$ cat config.mk
export PLATFORM = sky130hd
export DESIGN_NAME = decode_stage
export DESIGN_NICKNAME = d
export VERILOG_FILES = /design/src/rtl/decode_stage.sv
export SDC_FILE = /design/constraint.sdc
export NUM_CORES = 1
export LEC_CHECK = 0
export CORE_UTILIZATION = 30
export DETAILED_ROUTE_END_ITERATION = 6
export PLACE_DENSITY_LB_ADDON = 0.3
export SETUP_SLACK_MARGIN = 0.15
export SLEW_MARGIN = 20
export SYNTH_ARGS = -nofsm -noshare
export SYNTH_HDL_FRONTEND = slang
export SYNTH_SLANG_ARGS = --single-unit
$ cat constraint.sdc
create_clock -name clk -period 3.5 [get_ports clk]
set_input_delay 0.875 -clock clk [delete_from_list [all_inputs] [get_ports clk]]
set_output_delay 0.875 -clock clk [all_outputs]
set_load 0.02 [all_outputs]
$ cat src/rtl/decode_stage.sv
// decode_stage: RV instruction decoder with registered output and one-entry skid buffer
module decode_stage #(
  parameter int XLEN  = 64,
  parameter int CNT_W = 16
) (
  input  logic             clk,
  input  logic             rst,
  input  logic             flush,
  input  logic             in_valid,
  output logic             in_ready,
  input  logic [31:0]      instruction,
  input  logic [XLEN-1:0]  in_pc,
  output logic             out_valid,
  input  logic             out_ready,
  output logic [XLEN-1:0]  out_pc,
  output logic [2:0]       inst_type,
  output logic [4:0]       rd,
  output logic [4:0]       rs1,
  output logic [4:0]       rs2,
  output logic [XLEN-1:0]  imm,
  output logic             r_wen,
  output logic             illegal,
  output logic [CNT_W-1:0] ill_cnt
);
  typedef struct packed {
    logic [XLEN-1:0] pc;
    logic [2:0]      typ;
    logic [4:0]      rd;
    logic [4:0]      rs1;
    logic [4:0]      rs2;
    logic [XLEN-1:0] imm;
    logic            wen;
    logic            ill;
  } bundle_t;
  bundle_t dec, out_q, skid_q;
  logic skid_valid, accept, drain;
  logic [6:0] op;
  logic [XLEN-1:0] imm_i, imm_s, imm_b, imm_u, imm_j;
  assign op    = instruction[6:0];
  assign imm_i = XLEN'($signed(instruction[31:20]));
  assign imm_s = XLEN'($signed({instruction[31:25], instruction[11:7]}));
  assign imm_b = XLEN'($signed({instruction[31], instruction[7], instruction[30:25], instruction[11:8], 1'b0}));
  assign imm_u = XLEN'($signed({instruction[31:12], 12'b0}));
  assign imm_j = XLEN'($signed({instruction[31], instruction[19:12], instruction[20], instruction[30:21], 1'b0}));
  always_comb begin
    dec     = '0;
    dec.pc  = in_pc;
    dec.rd  = instruction[11:7];
    dec.rs1 = instruction[19:15];
    dec.rs2 = instruction[24:20];
    case (op)
      7'b0010011, 7'b0011011, 7'b0000011, 7'b1100111, 7'b1110011: dec.typ = 3'd0;
      7'b0110111, 7'b0010111:                                     dec.typ = 3'd1;
      7'b0100011:                                                 dec.typ = 3'd2;
      7'b1101111:                                                 dec.typ = 3'd3;
      7'b0110011, 7'b0111011:                                     dec.typ = 3'd4;
      7'b1100011:                                                 dec.typ = 3'd5;
      default:                                                    dec.typ = 3'd7;
    endcase
    dec.ill = dec.typ == 3'd7;
    dec.imm = dec.typ == 3'd0 ? imm_i :
              dec.typ == 3'd1 ? imm_u :
              dec.typ == 3'd2 ? imm_s :
              dec.typ == 3'd3 ? imm_j :
              dec.typ == 3'd5 ? imm_b : '0;
    dec.wen = (dec.typ == 3'd0 || dec.typ == 3'd1 || dec.typ == 3'd3 || dec.typ == 3'd4) && dec.rd != 5'd0;
  end
  assign in_ready = !skid_valid;
  assign accept   = in_valid && in_ready;
  assign drain    = !out_valid || out_ready;
  // skid only fills while the output stalls, so it is always older than any new input
  always_ff @(posedge clk or negedge rst) begin
    if (!rst) begin
      out_valid  <= 1'b0;
      skid_valid <= 1'b0;
      out_q      <= '0;
      skid_q     <= '0;
      ill_cnt    <= '0;
    end else begin
      if (flush) begin
        out_valid  <= 1'b0;
        skid_valid <= 1'b0;
      end else if (drain) begin
        out_valid  <= skid_valid || accept;
        skid_valid <= 1'b0;
        if (skid_valid) out_q <= skid_q;
        else if (accept) out_q <= dec;
      end else if (accept) begin
        skid_valid <= 1'b1;
        skid_q     <= dec;
      end
      if (!flush && accept && dec.ill && ill_cnt != '1) ill_cnt <= ill_cnt + 1'b1;
    end
  end
  assign out_pc    = out_q.pc;
  assign inst_type = out_q.typ;
  assign rd        = out_q.rd;
  assign rs1       = out_q.rs1;
  assign rs2       = out_q.rs2;
  assign imm       = out_q.imm;
  assign r_wen     = out_q.wen;
  assign illegal   = out_q.ill;
endmodule

==> flow_summary.json, run 1 <==
{
  "cts_buffer_depth": 3,
  "syn_avg_cell_area_um2": 9.556,
  "required_ns": 2.62,
  "cts.clk_slew.worst_paths_ns": 0.06,
  "synthFlopType": "dfrtp_1",
  "drv_slew": 0,
  "grt_pass1_vias": 8721,
  "grt_pass1_wl_mm": 50.53,
  "chipHeight_um": 195.6,
  "synth_cell_types": 62,
  "netlist_top_cells_count": "nand2_1 (372), dfrtp_1 (250), o21ai_0 (122), mux2i_1 (79), a21oi_1 (55)",
  "slowest_stage": "dfrtp_1",
  "status": "finished, final reports clean",
  "async_flop_share_pct": 100.0,
  "die_area_mm2": 0.03827,
  "final_layout_size_suffix_gt1_share_pct": 8.045,
  "synthCells": 1177,
  "path_delay_family": "flip-flops",
  "synth_edf_count": 0,
  "crit_arrival_ns": 2.22,
  "hold_path_class": "primary input to asynchronous set/reset pin",
  "fin_worst_skew_ns": 0.01388,
  "core-area_mm2": 0.03679,
  "startpoint_type": "flip-flop",
  "synth_seq_cells": 250,
  "syn_to_final_growth_pct": 35.28,
  "place_inst": 1833,
  "internal_power_mw": 5.984,
  "fillers": 3531,
  "gr-total-overflow": 0,
  "pwr_density_cell_mw_per_mm2": 555.2,
  "p_sw_mw": 2.462,
  "io_buffers": 266,
  "place_worst_setup_slack_ns": 0.1230,
  "vias": 8897,
  "pwr-share-seq_pct": 43.0,
  "clock.fmax_ghz": 0.3233,
  "crit_path_max_incr_delay_ns": 0.91,
  "seq_area_frac_synth_pct": 55.62,
  "clock-sinks": 250,
  "routabilityCongestion": 0.8216,
  "dp_hpwl_mm": 21.38,
  "period_share_pct": 88.38,
  "ys_warn_count": 0,
  "routed_wl_mm": 32.00,
  "final.setup.tns_ns": 0,
  "routed_via_density": 4.720,
  "synth_top_cell_by_area": "dfrtp_1",
  "critPathBufInv": 1,
  "fin_util_pct": 41.36,
  "cts_root_buf": "clkbuf_16",
  "synthesis.nets": 1279,
  "setup_violations": 0,
  "cts.repair.resized": 0,
  "rsz0062_at_grt": "no",
  "firstDrtPassIters": 6,
  "grt_max_degree": 98,
  "critPathMaxFanout": 34,
  "antenna_found_initial": 0,
  "relSlewSlack_pct": 29.44,
  "path_class": "flip-flop to primary output",
  "fin_nets": 1498,
  "grt_usage_pct": 16.53,
  "worst-slew-pin-transition_ns": 1.058,
  "h-tree-depth": 1,
  "period_needed_ns": 3.093,
  "postCtsSetupRepairBufs": 0,
  "yosysMostFrequentCell": "nand2_1",
  "dr.first_iter.drc_count": 541,
  "leakagePower_nw": 6.700,
  "rows": 70,
  "antennaDiodeCount": 0,
  "syn_area_mm2": 0.01125,
  "hold_viol": 0,
  "initial_core_util_pct": 30.57,
  "combPwrFrac_pct": 21.6,
  "crit_chain": "clkdlybuf4s50_1",
  "max-vdd-ir-drop_v": 0.0003035,
  "ios": 267,
  "setup_slack_ns": 0.4067,
  "p_sw_share_pct": 29.15,
  "clkLatencyLatePin_ns": 0.55,
  "clkPwrFrac_pct": 35.4,
  "ctsHoldBuffers": 0,
  "final_cells": 1885,
  "critPathCaptureType": "primary output",
  "max-cap-violations": 0,
  "synth_top_area_share_pct": 55.62,
  "wl_per_cell_um": 16.98,
  "synth.area.top_cells": "dfrtp_1 (56%), nand2_1 (12%), mux2i_1 (7.0%), o21ai_0 (5.4%), a21oi_1 (2.4%)",
  "cts_tree": "yes",
  "drtAntennaViolNets": 0,
  "numCtsBuffers": 29,
  "die-width_um": 195.6,
  "drc": 0
}
==> cell type report <==
cell class              count  area, µm²  area share (%)
repair buffers            295       2960           19.46
multi-input cells         814       4439           29.18
well taps                 468      585.6           3.849
inverters                   6      22.52          0.1480
flip-flops and latches    250       6260           41.14
clock buffers              44      872.1           5.732
clock inverters             8      75.07          0.4934
==> layer usage <==
| layer | wire length (µm) | GRT usage (%) |
|---|---|---|
| met5 | 0 | 0 |
| met4 | 397 | 3.062 |
| met3 | 1550 | 2.642 |
| met2 | 14760 | 26.30 |
| met1 | 15300 | 23.81 |
==> flip-flops by register name, indices dropped and copies added (netlist names) <==
signal,cells
imm,32
illegal,1
inst_type,3
out_valid,1
rd,5
ill_cnt,16
r_wen,1
rs2,5
out_pc,64
rs1,5
skid_valid,1
skid_q,116
==> final timing paths <==
check	startpoint	endpoint	slack (ns)	cells after the start
max	imm[62]	imm[43]	0.41	1
min	rst	out_pc[38]	0.29	1
max reg2reg	skid_valid	out_pc[43]	1.15	6
min reg2reg	skid_q[5]	skid_q[5]	0.47	2
max in group asynchronous	rst	skid_valid	2.33	2
min in group clk	skid_q[5]	skid_q[5]	0.47	2
==> cell usage in the layout, fill, tap and decap left out, types with 2 or more instances in the layout <==
| cell type | count |
|---|---|
| nand2_1 | 372 |
| clkdlybuf4s50_1 | 265 |
| dfrtp_1 | 249 |
| o21ai_0 | 122 |
| mux2i_1 | 79 |
| a21oi_1 | 55 |
| nor2_1 | 38 |
| clkbuf_16 | 29 |
| buf_4 | 23 |
| and3_1 | 18 |
| xnor2_1 | 14 |
| o21ai_1 | 10 |
| o22ai_1 | 9 |
| clkbuf_8 | 9 |
| nand3_1 | 8 |
| nand4_1 | 6 |
| a221oi_2 | 6 |
| a22o_1 | 6 |
| clkbuf_1 | 6 |
| buf_12 | 6 |
| inv_1 | 5 |
| o21ai_2 | 5 |
| nand3b_1 | 5 |
| a31oi_1 | 4 |
| a32oi_1 | 4 |
| clkinv_2 | 4 |
| nand2b_1 | 3 |
| nor3_2 | 3 |
| nor3_1 | 3 |
| mux2_2 | 3 |
| a21o_1 | 3 |
| a211oi_1 | 2 |
| a211oi_2 | 2 |
| o211ai_1 | 2 |
| nor3b_1 | 2 |
==> power groups by stage <==
stage	combinational, mW	sequential (mW)	clock (mW)
after global routing	1.99	3.69	3.21
final	1.82	3.63	2.99
after CTS	1.85	3.63	3.09
after detailed placement	1.85	3.68	0
after floorplan	0.698	3.91	0
after global placement	1.82	3.67	0
==> through the flow <==
step | power [mW] | area (µm²) | hold WS (ns)
global placement | 5.488 | 14270 | 0.4432
detailed placement | 5.529 | 14270 | 0.4570
finish | 8.447 | 15210 | 0.2876
global route | 8.890 | 15210 | 0.3022
CTS | 8.579 | 15210 | 0.2841
floorplan | 4.604 | 11250 | 0.4334
==> kinds of logic (layout without fill, tap and decap cells) <==
family                     Yosys count  in the layout  synth area share [%]
xor gates and xnor gates            15             15                 1.168
buffers and inverters              113            353                 5.229
DFF                                250            250                 55.62
AOI/OAI and AO/OA                  240            240                 12.83
and+or+nand+nor                    474            474                 17.48
muxes                               83             83                 7.465
adders and majority gates            2              2                0.2113
Note: power is estimated with default switching activity, not from simulation.
==> inputs of run 2 (changes only) <==
Settings changed: PLACE_DENSITY_LB_ADDON 0.3 to 0.25, SKIP_LAST_GASP from default to 1.
Clock period 3.5 ns to 3.6 ns, I/O delays scaled along.
==> flow_summary.json, run 2 (synthesized netlist as in run 1, its figures left out) <==
{
  "routabilityCongestion": 0.7834,
  "hold_path_class": "primary input to asynchronous set/reset pin",
  "die-width_um": 195.6,
  "use_met2_pct": 26.28,
  "r2r-start": "skid_valid",
  "antenna_found_initial": 1,
  "die_area_mm2": 0.03827,
  "max-vdd-ir-drop_v": 0.0003656,
  "clkLatencyLatePin_ns": 0.56,
  "grt_usage_pct": 16.87,
  "initial_core_util_pct": 30.57,
  "syn_to_final_growth_pct": 36.17,
  "max-cap-violations": 0,
  "worstRegToRegCells": 6,
  "relSlewSlack_pct": 25.48,
  "period_needed_ns": 3.189,
  "final_layout_size_suffix_gt1_share_pct": 7.785,
  "drv_slew": 0,
  "clock.fmax_ghz": 0.3136,
  "rows": 70,
  "period_share_pct": 88.58,
  "cts.clk_slew.worst_paths_ns": 0.06,
  "drtAntennaViolNets": 0,
  "crit_arrival_ns": 2.29,
  "postCtsSetupRepairBufs": 0,
  "wl_per_cell_um": 17.15,
  "critPathMaxFanout": 24,
  "chipHeight_um": 195.6,
  "ctsHoldBuffers": 0,
  "largest_reg_flops": 116,
  "rr_endpoint": "skid_q[66]",
  "ff2ff_setup_slack_ns": 1.28,
  "drc": 0,
  "cts_buffer_depth": 3,
  "dp_hpwl_mm": 21.57,
  "gr-total-overflow": 0,
  "final_cell_mix": "nand2_1 (372), clkdlybuf4s50_1 (265), dfrtp_1 (249), o21ai_0 (122), mux2i_1 (79)",
  "core-area_mm2": 0.03679,
  "final_common_cell": "nand2_1",
  "rsz0062_at_grt": "no",
  "clock-sinks": 250,
  "cts_root_buf": "clkbuf_16",
  "io_buffers": 266,
  "grt_pass1_vias": 8722,
  "leakagePower_nw": 6.736,
  "path_class": "flip-flop to primary output",
  "busiest_layer": "met2",
  "vias": 8956,
  "critPathCaptureType": "primary output",
  "required_ns": 2.70,
  "final.setup.tns_ns": 0,
  "status": "finished, final reports clean",
  "worst-slew-pin-transition_ns": 1.118,
  "power_mw": 8.507,
  "hold_viol": 0,
  "dr.first_iter.drc_count": 550,
  "startpoint_type": "flip-flop",
  "routed_via_density": 4.759,
  "use_met1_pct": 23.89,
  "cts_tree": "yes",
  "h-tree-depth": 1,
  "cts.repair.resized": 0,
  "grt_max_degree": 101,
  "largest_register": "skid_q",
  "setup_violations": 0,
  "grt_pass1_wl_mm": 51.09,
  "fin_worst_skew_ns": 0.01495,
  "ios": 267,
  "fillers": 3566,
  "routed_wl_mm": 32.28,
  "fin_nets": 1494,
  "pwr_density_cell_mw_per_mm2": 555.5,
  "firstDrtPassIters": 5,
  "met3_usage_pct": 3.195,
  "numCtsBuffers": 30
}
-- run 2: cell count changes in the layout (fill, tap and decap cells not counted), sizes merged --
cell,change
clkbuf,+2
diode,+1
bufinv,+3
clkinvlp,-1
inv,-1
buf,-5
clkinv,-2
-- run 2: metal layers --
layer,wire length (µm),up-vias
met5,0,-
met4,589,0
met3,1816,41
met2,14800,240
met1,15080,4315
li1,-,4360
-- run 2: worst max-delay path: stages, from the launching register on --
cell	delay, ns
dfrtp_4	0.64
inv_1	0.39
clkdlybuf4s50_1	0.69
-- run 2: cell type report --
| class | count | area, µm² | area share (%) |
|---|---|---|---|
| inverters | 6 | 22.52 | 0.1471 |
| repair buffers | 290 | 2948 | 19.25 |
| clock inverters | 7 | 146.4 | 0.9559 |
| multi-input cells | 814 | 4439 | 28.99 |
| well taps | 468 | 585.6 | 3.824 |
| flip-flops and latches | 250 | 6260 | 40.87 |
| diodes | 1 | 2.502 | 0.01634 |
| clock buffers | 46 | 910.9 | 5.948 |
-- run 2: how the worst max path moves through the flow --
stage / from / end
2_1_floorplan: instruction[6] / imm[1]
3_3_place_gp: instruction[6] / skid_q[30]
3_5_place_dp: instruction[6] / imm[21]
4_1_cts: skid_valid / in_ready
5_1_grt: imm[62] / imm[54]
6_report: skid_valid / in_ready
-- run 2: through the flow --
stage | instances | instance area (µm²) | setup WS (ns) | util [%] | hold slack, ns
after floorplan | 1177 | 11250 | 1.401 | - | 0.4334
after global placement | 1828 | 14250 | 0.2197 | 38.75 | 0.4448
after detailed placement | 1828 | 14250 | 0.1304 | 38.75 | 0.4509
after CTS | 1881 | 15310 | 0.3575 | 41.63 | 0.3174
after global routing | 1881 | 15310 | 0.2860 | 41.63 | 0.3566
final | 1882 | 15310 | 0.4110 | 41.63 | 0.3232
-- run 2: power by group --
part | internal [mW] | switching (mW)
Combinational | 0.831 | 0.946
Clock | 2.01 | 1.19
Sequential | 3.26 | 0.272
==> inputs of run 3 (changes only) <==
Settings changed: CORE_UTILIZATION 30 to 35.
==> flow_summary.json, run 3 (synthesized netlist as in run 1, its figures left out) <==
{
  "cts_buffer_depth": 3,
  "routed_via_density": 4.904,
  "path_delay_family": "flip-flops",
  "antennaDiodeCount": 0,
  "wl_per_cell_um": 16.56,
  "numCtsBuffers": 28,
  "max-vdd-ir-drop_v": 0.0003479,
  "place_inst": 1759,
  "clock-sinks": 250,
  "clock.fmax_ghz": 0.3257,
  "crit_path_max_incr_delay_ns": 0.89,
  "drv_slew": 0,
  "final_cells": 1807,
  "die-width_um": 181.3,
  "worstSetupStartpoint": "imm[62]",
  "die_area_mm2": 0.03286,
  "grt_max_degree": 192,
  "holdWs_ns": 0.3623,
  "period_needed_ns": 3.070,
  "cts.repair.resized": 0,
  "initial_core_util_pct": 35.64,
  "worstRegToRegCells": 6,
  "grt_pass1_wl_mm": 48.47,
  "status": "finished, final reports clean",
  "final_layout_size_suffix_gt1_share_pct": 7.189,
  "dr.first_iter.drc_count": 536,
  "gr-total-overflow": 0,
  "pwr_density_cell_mw_per_mm2": 540.8,
  "grt_usage_pct": 18.27,
  "ios": 267,
  "fin_worst_skew_ns": 0.01932,
  "clkLatencyLatePin_ns": 0.53,
  "syn_to_final_growth_pct": 33.80,
  "relSlewSlack_pct": 23.67,
  "hold_viol": 0,
  "cts.clk_slew.worst_paths_ns": 0.06,
  "ctsHoldBuffers": 0,
  "crit_arrival_ns": 2.17,
  "largest_register": "skid_q",
  "path_depth": 1,
  "fin_util_pct": 47.69,
  "required_ns": 2.70,
  "hold_path_class": "primary input to asynchronous set/reset pin",
  "fin_nets": 1489,
  "grt_pass1_vias": 8613,
  "firstDrtPassIters": 5,
  "vias": 8861,
  "postCtsSetupRepairBufs": 0,
  "fillers": 2938,
  "h-tree-depth": 1,
  "max-cap-violations": 0,
  "cts_tree": "yes",
  "worst-slew-pin-transition_ns": 1.145,
  "ff2ff_setup_slack_ns": 1.58,
  "critPathBufInv": 1,
  "rsz0062_at_grt": "no",
  "r2r-start": "ill_cnt[1]",
  "period_share_pct": 85.29,
  "crit_chain": "clkdlybuf4s50_1",
  "critPathCaptureType": "primary output",
  "final.setup.tns_ns": 0,
  "power_mw": 8.138,
  "critPathMaxFanout": 34,
  "path_class": "flip-flop to primary output",
  "slowest_stage": "dfrtp_1",
  "io_buffers": 266,
  "routabilityCongestion": 0.8836,
  "drtAntennaViolNets": 0,
  "leakagePower_nw": 6.649,
  "startpoint_type": "flip-flop",
  "cts_root_buf": "clkbuf_16",
  "routed_wl_mm": 29.93,
  "dp_hpwl_mm": 19.11,
  "antenna_found_initial": 0,
  "rows": 65,
  "final_cell_mix": "nand2_1 (372), clkdlybuf4s50_1 (265), dfrtp_1 (249), o21ai_0 (122), mux2i_1 (79)",
  "largest_reg_flops": 116,
  "core-area_mm2": 0.03156,
  "setup_violations": 0,
  "drc": 0,
  "final_common_cell": "nand2_1",
  "chipHeight_um": 181.3
}
-- run 3: cell types whose count changed in the layout (fill, tap and decap cells not counted), sizes merged --
cell and delta:
buf -3, bufinv -2, diode -1, clkbuf -3
-- run 3: through the flow --
step / cell area, µm² / worst slack [ns]
2_1_floorplan: 11250 / 1.401
3_3_place_gp: 14120 / 0.2743
3_5_place_dp: 14120 / 0.2029
4_1_cts: 15050 / 0.4796
5_1_grt: 15050 / 0.3602
6_report: 15050 / 0.5295
-- run 3: cell type report --
type                       count  area [µm²]  area share (%)
clock buffer                  43       848.3           5.637
clock inverter                 5       75.07          0.4989
timing repair buffer         287        2900           19.27
sequential                   250        6260           41.60
multi-input combinational    814        4439           29.50
tap                          402       503.0           3.342
inverter                       6       22.52          0.1497
-- run 3: metal layers --
metal	global-route usage (%)	routed length, µm	vias to the layer above
met5	0	0	-
met4	4.136	562	0
met3	4.717	2239	41
met2	27.32	12970	276
met1	26.41	14160	4205
li1	-	-	4339
-- run 3: path summary, 6_finish.rpt --
check | endpoint
worst min register to register | skid_q[5]
min in group clk | skid_q[5]
worst min-delay path | skid_q[119]
max in group asynchronous | skid_valid
worst max register to register | ill_cnt[15]
worst max-delay path | imm[39]
-- run 3: power breakdown --
part           internal [mW]  switching (mW)  leakage, nW  total [mW]
Clock                   1.75            1.10        0.456        2.85
Combinational          0.825           0.936         3.00        1.76
Sequential              3.26           0.270         3.20        3.53
Total                   5.83            2.31         6.65        8.14
